[src/rtl/set_job_sched_if.sv]
`default_nettype none
// -----------------------------------------------------------------------------
// set_job_sched_if : requester/engine/result bundle for set_job_sched (rev 1.0)
// -----------------------------------------------------------------------------
interface set_job_sched_if #(
  parameter int CNT_W = 16
);
  logic             req_a;
  logic [23:0]      central_a;
  logic [11:0]      radius_a;
  logic [1:0]       mode_a;
  logic             gnt_a;
  logic             req_b;
  logic [23:0]      central_b;
  logic [11:0]      radius_b;
  logic [1:0]       mode_b;
  logic             gnt_b;
  logic             set_en;
  logic [23:0]      set_central;
  logic [11:0]      set_radius;
  logic [1:0]       set_mode;
  logic             set_valid;
  logic [7:0]       set_candidate;
  logic             res_valid;
  logic             res_id;
  logic [7:0]       res_candidate;
  logic             res_err;
  logic             busy;
  logic [CNT_W-1:0] jobs_done;

  modport slave (
    input  req_a, central_a, radius_a, mode_a,
    input  req_b, central_b, radius_b, mode_b,
    input  set_valid, set_candidate,
    output gnt_a, gnt_b, set_en, set_central, set_radius, set_mode,
    output res_valid, res_id, res_candidate, res_err, busy, jobs_done
  );

  modport master (
    output req_a, central_a, radius_a, mode_a,
    output req_b, central_b, radius_b, mode_b,
    output set_valid, set_candidate,
    input  gnt_a, gnt_b, set_en, set_central, set_radius, set_mode,
    input  res_valid, res_id, res_candidate, res_err, busy, jobs_done
  );
endinterface
`default_nettype wire

[src/rtl/set_job_sched.sv]
`default_nettype none
// -----------------------------------------------------------------------------
// set_job_sched : round-robin job scheduler for one shared set engine (rev 1.0)
// -----------------------------------------------------------------------------
module set_job_sched #(
  parameter int TIMEOUT = 80,
  parameter int CNT_W   = 16
) (
  input  logic           clk,
  input  logic           rst_n,
  set_job_sched_if.slave bus
);
  localparam int            TW         = $clog2(TIMEOUT + 1);
  localparam logic [TW-1:0] C_TMO_LAST = TW'(TIMEOUT - 1);

  typedef enum logic [1:0] {
    S_IDLE   = 2'd0,
    S_LAUNCH = 2'd1,
    S_WAIT   = 2'd2,
    S_RESP   = 2'd3
  } state_e;

  state_e           state_q, state_d;
  logic [TW-1:0]    timer_q, timer_d;
  logic             last_q, last_d;
  logic             id_q, id_d;
  logic [23:0]      central_q, central_d;
  logic [11:0]      radius_q, radius_d;
  logic [1:0]       mode_q, mode_d;
  logic [7:0]       cand_q, cand_d;
  logic             err_q, err_d;
  logic [CNT_W-1:0] jobs_q, jobs_d;
  logic             pick_b;
  logic             gnt_a, gnt_b;

  // B wins when alone, or when both request and A was served last
  assign pick_b = bus.req_b & (~bus.req_a | ~last_q);

  always_comb begin
    state_d   = state_q;
    timer_d   = timer_q;
    last_d    = last_q;
    id_d      = id_q;
    central_d = central_q;
    radius_d  = radius_q;
    mode_d    = mode_q;
    cand_d    = cand_q;
    err_d     = err_q;
    jobs_d    = jobs_q;
    gnt_a     = 1'b0;
    gnt_b     = 1'b0;
    case (state_q)
      S_IDLE: begin
        if (bus.req_a | bus.req_b) begin
          gnt_a     = ~pick_b;
          gnt_b     = pick_b;
          id_d      = pick_b;
          last_d    = pick_b;
          central_d = pick_b ? bus.central_b : bus.central_a;
          radius_d  = pick_b ? bus.radius_b  : bus.radius_a;
          mode_d    = pick_b ? bus.mode_b    : bus.mode_a;
          state_d   = S_LAUNCH;
        end
      end
      S_LAUNCH: begin
        timer_d = '0;
        state_d = S_WAIT;
      end
      S_WAIT: begin
        timer_d = timer_q + TW'(1);
        // A result arriving on the final watchdog cycle still counts
        if (bus.set_valid) begin
          cand_d  = bus.set_candidate;
          err_d   = 1'b0;
          state_d = S_RESP;
        end else if (timer_q == C_TMO_LAST) begin
          cand_d  = 8'd0;
          err_d   = 1'b1;
          state_d = S_RESP;
        end
      end
      S_RESP: begin
        if (!err_q) begin
          jobs_d = jobs_q + CNT_W'(1);
        end
        state_d = S_IDLE;
      end
      default: state_d = S_IDLE;
    endcase
  end

  always_ff @(posedge clk) begin
    if (!rst_n) begin
      state_q   <= S_IDLE;
      timer_q   <= '0;
      last_q    <= 1'b1;
      id_q      <= 1'b0;
      central_q <= '0;
      radius_q  <= '0;
      mode_q    <= '0;
      cand_q    <= '0;
      err_q     <= 1'b0;
      jobs_q    <= '0;
    end else begin
      state_q   <= state_d;
      timer_q   <= timer_d;
      last_q    <= last_d;
      id_q      <= id_d;
      central_q <= central_d;
      radius_q  <= radius_d;
      mode_q    <= mode_d;
      cand_q    <= cand_d;
      err_q     <= err_d;
      jobs_q    <= jobs_d;
    end
  end

  // Grants depend on live requests, so they are masked while reset is held
  assign bus.gnt_a         = gnt_a & rst_n;
  assign bus.gnt_b         = gnt_b & rst_n;
  assign bus.set_en        = (state_q == S_LAUNCH);
  assign bus.set_central   = central_q;
  assign bus.set_radius    = radius_q;
  assign bus.set_mode      = mode_q;
  assign bus.res_valid     = (state_q == S_RESP);
  assign bus.res_id        = id_q;
  assign bus.res_candidate = cand_q;
  assign bus.res_err       = err_q;
  assign bus.busy          = (state_q != S_IDLE);
  assign bus.jobs_done     = jobs_q;
endmodule
`default_nettype wire

[src/flat_wrapper.sv]
// flat-port wrapper written by rule: the top's interface ports become plain ports
module set_job_sched_flat 
#(
  parameter int TIMEOUT = 80,
  parameter int CNT_W   = 16
)
  (clk, rst_n, bus_req_a, bus_central_a, bus_radius_a, bus_mode_a, bus_req_b, bus_central_b, bus_radius_b, bus_mode_b, bus_set_valid, bus_set_candidate, bus_gnt_a, bus_gnt_b, bus_set_en, bus_set_central, bus_set_radius, bus_set_mode, bus_res_valid, bus_res_id, bus_res_candidate, bus_res_err, bus_busy, bus_jobs_done);
  set_job_sched_if #(.CNT_W(CNT_W)) bus_i ();
  input  logic clk;
  input  logic rst_n;
  input wire logic [$bits(bus_i.req_a)-1:0] bus_req_a;
  input wire logic [$bits(bus_i.central_a)-1:0] bus_central_a;
  input wire logic [$bits(bus_i.radius_a)-1:0] bus_radius_a;
  input wire logic [$bits(bus_i.mode_a)-1:0] bus_mode_a;
  input wire logic [$bits(bus_i.req_b)-1:0] bus_req_b;
  input wire logic [$bits(bus_i.central_b)-1:0] bus_central_b;
  input wire logic [$bits(bus_i.radius_b)-1:0] bus_radius_b;
  input wire logic [$bits(bus_i.mode_b)-1:0] bus_mode_b;
  input wire logic [$bits(bus_i.set_valid)-1:0] bus_set_valid;
  input wire logic [$bits(bus_i.set_candidate)-1:0] bus_set_candidate;
  output wire logic [$bits(bus_i.gnt_a)-1:0] bus_gnt_a;
  output wire logic [$bits(bus_i.gnt_b)-1:0] bus_gnt_b;
  output wire logic [$bits(bus_i.set_en)-1:0] bus_set_en;
  output wire logic [$bits(bus_i.set_central)-1:0] bus_set_central;
  output wire logic [$bits(bus_i.set_radius)-1:0] bus_set_radius;
  output wire logic [$bits(bus_i.set_mode)-1:0] bus_set_mode;
  output wire logic [$bits(bus_i.res_valid)-1:0] bus_res_valid;
  output wire logic [$bits(bus_i.res_id)-1:0] bus_res_id;
  output wire logic [$bits(bus_i.res_candidate)-1:0] bus_res_candidate;
  output wire logic [$bits(bus_i.res_err)-1:0] bus_res_err;
  output wire logic [$bits(bus_i.busy)-1:0] bus_busy;
  output wire logic [$bits(bus_i.jobs_done)-1:0] bus_jobs_done;
  assign bus_i.req_a = bus_req_a;
  assign bus_i.central_a = bus_central_a;
  assign bus_i.radius_a = bus_radius_a;
  assign bus_i.mode_a = bus_mode_a;
  assign bus_i.req_b = bus_req_b;
  assign bus_i.central_b = bus_central_b;
  assign bus_i.radius_b = bus_radius_b;
  assign bus_i.mode_b = bus_mode_b;
  assign bus_i.set_valid = bus_set_valid;
  assign bus_i.set_candidate = bus_set_candidate;
  assign bus_gnt_a = bus_i.gnt_a;
  assign bus_gnt_b = bus_i.gnt_b;
  assign bus_set_en = bus_i.set_en;
  assign bus_set_central = bus_i.set_central;
  assign bus_set_radius = bus_i.set_radius;
  assign bus_set_mode = bus_i.set_mode;
  assign bus_res_valid = bus_i.res_valid;
  assign bus_res_id = bus_i.res_id;
  assign bus_res_candidate = bus_i.res_candidate;
  assign bus_res_err = bus_i.res_err;
  assign bus_busy = bus_i.busy;
  assign bus_jobs_done = bus_i.jobs_done;
  set_job_sched #(.TIMEOUT(TIMEOUT), .CNT_W(CNT_W)) u_core (.clk(clk), .rst_n(rst_n), .bus(bus_i));
endmodule
[config.mk]
export PLATFORM = sky130hd
export DESIGN_NAME = set_job_sched_flat
export DESIGN_NICKNAME = d
export VERILOG_FILES = /design/src/rtl/set_job_sched_if.sv /design/src/rtl/set_job_sched.sv /design/src/flat_wrapper.sv
export SDC_FILE = /design/constraint.sdc
export NUM_CORES = 1
export LEC_CHECK = 0
export CORE_MARGIN = 2
export CORE_UTILIZATION = 41
export DETAILED_ROUTE_END_ITERATION = 8
export PLACE_DENSITY = 0.8
export REMOVE_ABC_BUFFERS = 1
export SYNTH_ARGS = -nofsm -noshare
export SYNTH_HDL_FRONTEND = slang
export SYNTH_SLANG_ARGS = --single-unit
[constraint.sdc]
create_clock -name clk -period 1.6 [get_ports clk]
set_input_delay 0.32 -clock clk [delete_from_list [all_inputs] [get_ports clk]]
set_output_delay 0.32 -clock clk [all_outputs]
set_load 0.05 [all_outputs]
Yosys cells after proc, flatten, opt, wreduce, memory -nomap -nowiden. Index checks and enable logic that the tools add are counted.

Flip-flop bits (word level): 74. Bits in latches: 0. Memory bits (writable): 0. ROM bits: 0. Bits of input ports: 89. Logic and storage cells: 51. Memories kept: 0.

Add/subtract/negate cells: 2. Multipliers: 0. Div/mod/pow operators: 0. $lt $le $gt $ge: 0. Equality and inequality tests: 6. Shift operators: 0. Multiplexer cells: 16. Bitwise logic cells: 9. Reductions and logical operators: 8.

Operators with widths (number): $mux W24 (1); $add A16 B1 Y16 const B (1); $mux W8 (2); $pmux W7 S2 (1); $mux W12 (1); $mux W2 (4); $pmux W2 S4 (1); $reduce_and A2 Y1 (4); $add A7 B1 Y7 const B (1); $eq A7 B7 Y1 const B (1); $mux W1 (6); $reduce_bool A2 Y1 (3); $eq A2 B2 Y1 const B (2); $not A1 Y1 (4); $and A1 B1 Y1 (3); $ne A3 B2 Y1 const B (1); $eq A2 B1 Y1 const B (1); $logic_not A2 Y1 (1); $ne A2 B1 Y1 const B (1); $or A1 B1 Y1 (2).

Longest topological paths before layout.
Depth in word-level cells: 7. Mapped depth: 7.

Least setup slack after synthesis. Ideal clock, no wire load.

Kind: register to output. Start: register u_core.state_q[0]. End: output port bus_gnt_a. Arrival time: 1.836 ns. Data required time: 1.280 ns. Setup slack: -0.556 ns. Cell stages (with the launch flop): 5. Path buffers: 0. Cells stage by stage: dfxtp_1 > inv_1 > ha_1 > o21ai_2 > nor3_1.

Longest elaborated chain between the ends: 3.

RTL lines: start: declaration (line set_job_sched.sv:23) `state_e state_q, state_d;`; start signal: assignment (line set_job_sched.sv:105) `state_q <= state_d;`; $logic_not A2 Y1 (line set_job_sched.sv:52) `case (state_q)`; $mux W1 (line set_job_sched.sv:52); $and A1 B1 Y1 (line set_job_sched.sv:119) `assign bus.gnt_a = gnt_a & rst_n;`; end: declaration (line flat_wrapper.sv:21) `output wire logic [$bits(bus_i.gnt_a)-1:0] bus_gnt_a;`.

No other way between the ends.

Worst setup path after layout.
Start: register u_core.state_q[0]. End: output port bus_busy.

Longest elaborated chain between the ends: 1.

RTL lines: $reduce_bool A2 Y1 (line set_job_sched.sv:129) `assign bus.busy = (state_q != S_IDLE);`; end: declaration (line flat_wrapper.sv:31) `output wire logic [$bits(bus_i.busy)-1:0] bus_busy;`.

No other way between the ends.

==> results_tabular.tex <==
\begin{tabular}{lr}
\hline
Metric & Value \\
\hline
\multicolumn{2}{l}{\textbf{Run status}} \\
\quad Run status & finished with violations \\
\quad Failing checks & negative setup slack \\
\multicolumn{2}{l}{\textbf{Synth}} \\
\quad FF+latch count, synth & 74 \\
\quad Sequential fraction of the synthesis area & 44.60\% \\
\quad Number of warnings reported in the yosys synthesis log & 0 \\
\quad Number of library cell types mapped by synthesis & 40 \\
\quad Synth Cell Area & between 3000 and 4000 µm² \\
\quad Share of synthesized registers carrying an async set or reset & 0\% \\
\quad Cell taking the most area after synthesis & dfxtp\_1 \\
\quad Count of flip-flops with a built-in enable after synthesis & 0 \\
\quad Post-Synthesis Mean Instance Area & 9.742 µm² \\
\quad Number of instances in the synthesized netlist & around 340 \\
\quad Portion of synthesized cell area occupied by the leading cell type & 44.60\% \\
\quad Dominant register cell in the synthesized netlist & dfxtp\_1 \\
\quad Synth top area cells & dfxtp\_1, mux2i\_1, nor2\_1 \\
\multicolumn{2}{l}{\textbf{Placement}} \\
\quad Number of instances in the placed design & 611 \\
\quad Routability congestion estimate & 0.7584 \\
\quad Number of buffers inserted by port buffering & 157 \\
\quad Post-detail-place hpwl & around 7 mm \\
\quad Total cell area at the placement stage & 5255 µm² \\
\quad Pre-CTS worst setup slack & -305.3 ps \\
\multicolumn{2}{l}{\textbf{Route}} \\
\quad Number of violations reported at the end of detailed-routing iteration 0 & approximately 150 \\
\quad Routed Antenna Nets & 0 \\
\quad Via count of the routed design & 3,232 \\
\quad First-pass DRT Iterations & 4 \\
\quad Detailed-route wire length & 9.478 mm \\
\quad Detailed-route wire length per cell & 14.93 µm \\
\quad Vias per inst & 5.090 \\
\quad Remaining routing DRC violations & 0 \\
\multicolumn{2}{l}{\textbf{Setup path}} \\
\quad Cell breakdown of the critical path & inv\_2, ha\_4, buf\_4, inv\_4, buf\_4, buf\_12 \\
\quad Top cell family by delay on the critical path & buffers and inverters \\
\quad Worst stage delay on the critical path & approximately 340 ps \\
\quad Worst Setup Path Type & flip-flop to output port \\
\quad Startpoint of the most critical register-to-register path & u\_core.state\_q[0] \\
\quad Combined buffer and inverter count along the critical path & 5 \\
\quad Critical path's most frequent cell & buf\_4 \\
\quad Terminus of the critical flop-to-flop path & u\_core.state\_q[1] \\
\quad Arrival time at the worst endpoint & 1380 ps \\
\quad Nature of the critical path endpoint & output port \\
\quad Depth of the most critical reg-to-reg path & 8 \\
\quad Required time of the critical path & 1280 ps \\
\quad Master of the slowest instance on the critical path & dfxtp\_2 \\
\quad Critical path startpoint category & flip-flop \\
\quad Peak fanout along the critical path & 6 \\
\quad FF-to-FF setup slack & roughly 90 ps \\
\multicolumn{2}{l}{\textbf{Clock tree}} \\
\quad Clock insertion delay at the later pin of the skew report & between 300 and 400 ps \\
\quad Clock transition at the registers of the reported paths & 80 ps \\
\quad Root buf cell & clkbuf\_8 \\
\quad Num Clock Sinks & 74 \\
\quad Max Buffers Root-to-Sink & 2 \\
\quad TritonCTS clock tree & done \\
\quad Number of hold buffers added after CTS & 0 \\
\quad H-tree depth & 3 \\
\quad TritonCTS buffer count & 9 \\
\multicolumn{2}{l}{\textbf{Min path}} \\
\quad Capture endpoint of the worst hold path & u\_core.bus.jobs\_done[11] \\
\quad Hold-critical path depth & 3 \\
\quad Start point of the worst min-delay path & rst\_n \\
\quad Min-delay worst type & input port to flip-flop \\
\multicolumn{2}{l}{\textbf{STA}} \\
\quad Setup slack after layout & -99.78 ps \\
\quad Total setup violations reported at the end of the flow & 2 \\
\quad Maximum operating frequency & 588.3 MHz \\
\quad Number of max-slew violations in the final report & 0 \\
\quad Period utilization & 106.2\% \\
\quad Clock tree skew after final layout & 8.906 ps \\
\quad Shortest period the worst path allows & 1700 ps \\
\quad Unrepaired setup endpoints after global routing & yes \\
\quad Number of hold violations in the final report & 0 \\
\quad Tightest Pin Transition & 399.4 ps \\
\quad Rel. slew slack & 73.36\% \\
\multicolumn{2}{l}{\textbf{Global routing}} \\
\quad GR Util met1 & 23.06\% \\
\quad Global router's overall resource usage & 21.75\% \\
\quad Global-route met3 utilization & 8.026\% \\
\quad Most Used Layer, Global Route & met2 \\
\quad Overflow left after global routing & 0 \\
\quad Via count of the first global-routing pass & 3,259 \\
\quad Initial antenna violation count & 0 \\
\quad Pin count of the biggest net entering global routing & 33 \\
\quad Wire length of the first global-routing pass & 15.12 mm \\
\quad Met2 usage & slightly below 40\% \\
\multicolumn{2}{l}{\textbf{Cells and area}} \\
\quad Filler-free cell count of the finished design & between 600 and 700 \\
\quad Antenna cells & 0 \\
\quad Synth-to-layout area growth & 68.93\% \\
\quad Net total in the final layout & 625 \\
\quad Layout cell share with drive strength beyond 1 & 28.71\% \\
\quad Filler Cell Count & 607 \\
\quad Finished Cell Area & between 5000 and 6000 µm² \\
\multicolumn{2}{l}{\textbf{Die}} \\
\quad Width of the die & 94.01 µm \\
\quad Number of core rows & 32 \\
\quad Number of top-level pins & 158 \\
\quad Starting Density & 42.55\% \\
\quad Height of the die & 94.01 µm \\
\quad Floorplan die area & between 8000 and 9000 µm² \\
\quad Core region area & about 7800 µm² \\
\multicolumn{2}{l}{\textbf{Power}} \\
\quad Max rail drop VDD & 0.001251 V \\
\quad Lkg Pwr & 0.002303 µW \\
\quad Power per unit of standard cell area & 1570 nW/µm² \\
\multicolumn{2}{l}{\textbf{Job}} \\
\quad Total of max-cap violations & 0 \\
\hline
\end{tabular}
-- cell usage in the layout, fill, tap and decap left out, types with 4 or more instances in the layout --
cell type	instances
dfxtp_1	71
nand4_1	9
nor2_1	58
and2_1	4
nand3_1	7
a21oi_1	11
clkdlybuf4s50_1	85
clkbuf_8	9
a222oi_1	6
a22o_1	8
a211oi_2	10
buf_12	24
xor2_1	12
a211oi_1	23
nand2_1	11
mux2i_1	36
buf_4	84
-- worst register-to-register path: stages, from the launching register on --
cell and delay (ps):
dfxtp_2 340, inv_2 90, buf_4 110, buf_4 100, ha_2 230, nor2b_2 180
o21ai_2 80, a21o_1 180, a21oi_1 130
-- routing by layer --
metal  share of wire (%)  up-vias
li1                    -     1601
met1                  40     1502
met2                  51      115
met3                 7.3       14
met4                 1.8        0
met5                   0        -
-- worst max path at each step --
stage / from / endpoint / slack (ps) / depth (start not counted)
floorplan: u_core.last_q / bus_gnt_a / -1070 / 2
global placement: bus_req_a / u_core.bus.set_radius[7] / -230 / 5
detailed placement: bus_req_a / u_core.bus.set_central[20] / -310 / 5
CTS: u_core.state_q[1] / bus_gnt_a / -150 / 6
global route: u_core.state_q[0] / bus_gnt_a / -190 / 6
finish: u_core.state_q[0] / bus_busy / -100 / 6
-- logic make-up after synthesis --
kind of cell	after synthesis	share of synthesized area [%]
adders and majority gates	7	2.636
DFF	74	44.60
xor gates and xnor gates	14	3.691
AOI/OAI and AO/OA	68	16.61
muxes	36	10.85
buffers and inverters	28	5.047
and+or+nand+nor	114	16.57
-- power by group --
group | total [µW] | switching [µW] | leakage [µW] | internal [µW]
logic | 4730 | 2890 | 0.00159 | 1830
clock network | 1540 | 668 | 0.000104 | 877
registers | 2540 | 250 | 0.000607 | 2290
total | 8810 | 3810 | 0.00230 | 5000
-- synthesized netlist by cell type (all sizes together), types with 2 or more instances --
cell type  number
nand2b          3
nor3            4
a21oi          11
nand2          11
mux2i          36
a211oi         33
nand3           7
clkbuf          4
buf            17
nor2b           2
xor2           12
xnor2           2
o21ai           6
and4            3
nand4           9
ha              7
nor2           59
and2            6
inv             7
or3             2
a222oi          6
and3            4
a22o            8
dfxtp          74
-- metrics by stage --
step	hold slack, ps	total power [µW]	TNS, ps	utilization [%]
2_1_floorplan	396.2	5296	-35120	-
3_3_place_gp	459.1	6873	-7691	67.31
3_5_place_dp	461.4	6958	-10780	67.31
4_1_cts	430.6	8706	-287.5	71.11
5_1_grt	451.7	9251	-472.5	71.88
6_report	456.0	8809	-186.4	71.88
-- timing repair --
action	in CTS	in global routing
pin swaps	3	4
setup endpoints to repair	9	12
resized for setup	16	10
setup buffers	6	2
cloned	0	1
-- sequential cells by signal, summed over array words and instances, names as in the netlist, 2 cells and up --
name,cells
u_core.bus.jobs_done,16
u_core.bus.res_candidate,8
u_core.bus.set_radius,12
u_core.timer_q,7
u_core.bus.set_mode,2
u_core.bus.set_central,24
u_core.state_q,2
-- area by class of cell --
cell class / count / area, µm² / area share, %
inverter: 7 / 28.78 / 0.5128
clock buffer: 11 / 131.4 / 2.341
sequential: 74 / 1485 / 26.47
multi-input combinational: 239 / 1737 / 30.95
clock inverter: 4 / 77.57 / 1.382
tap: 102 / 127.6 / 2.274
timing repair buffer: 198 / 2024 / 36.08
No activity file was read; power rests on OpenSTA's default activity.
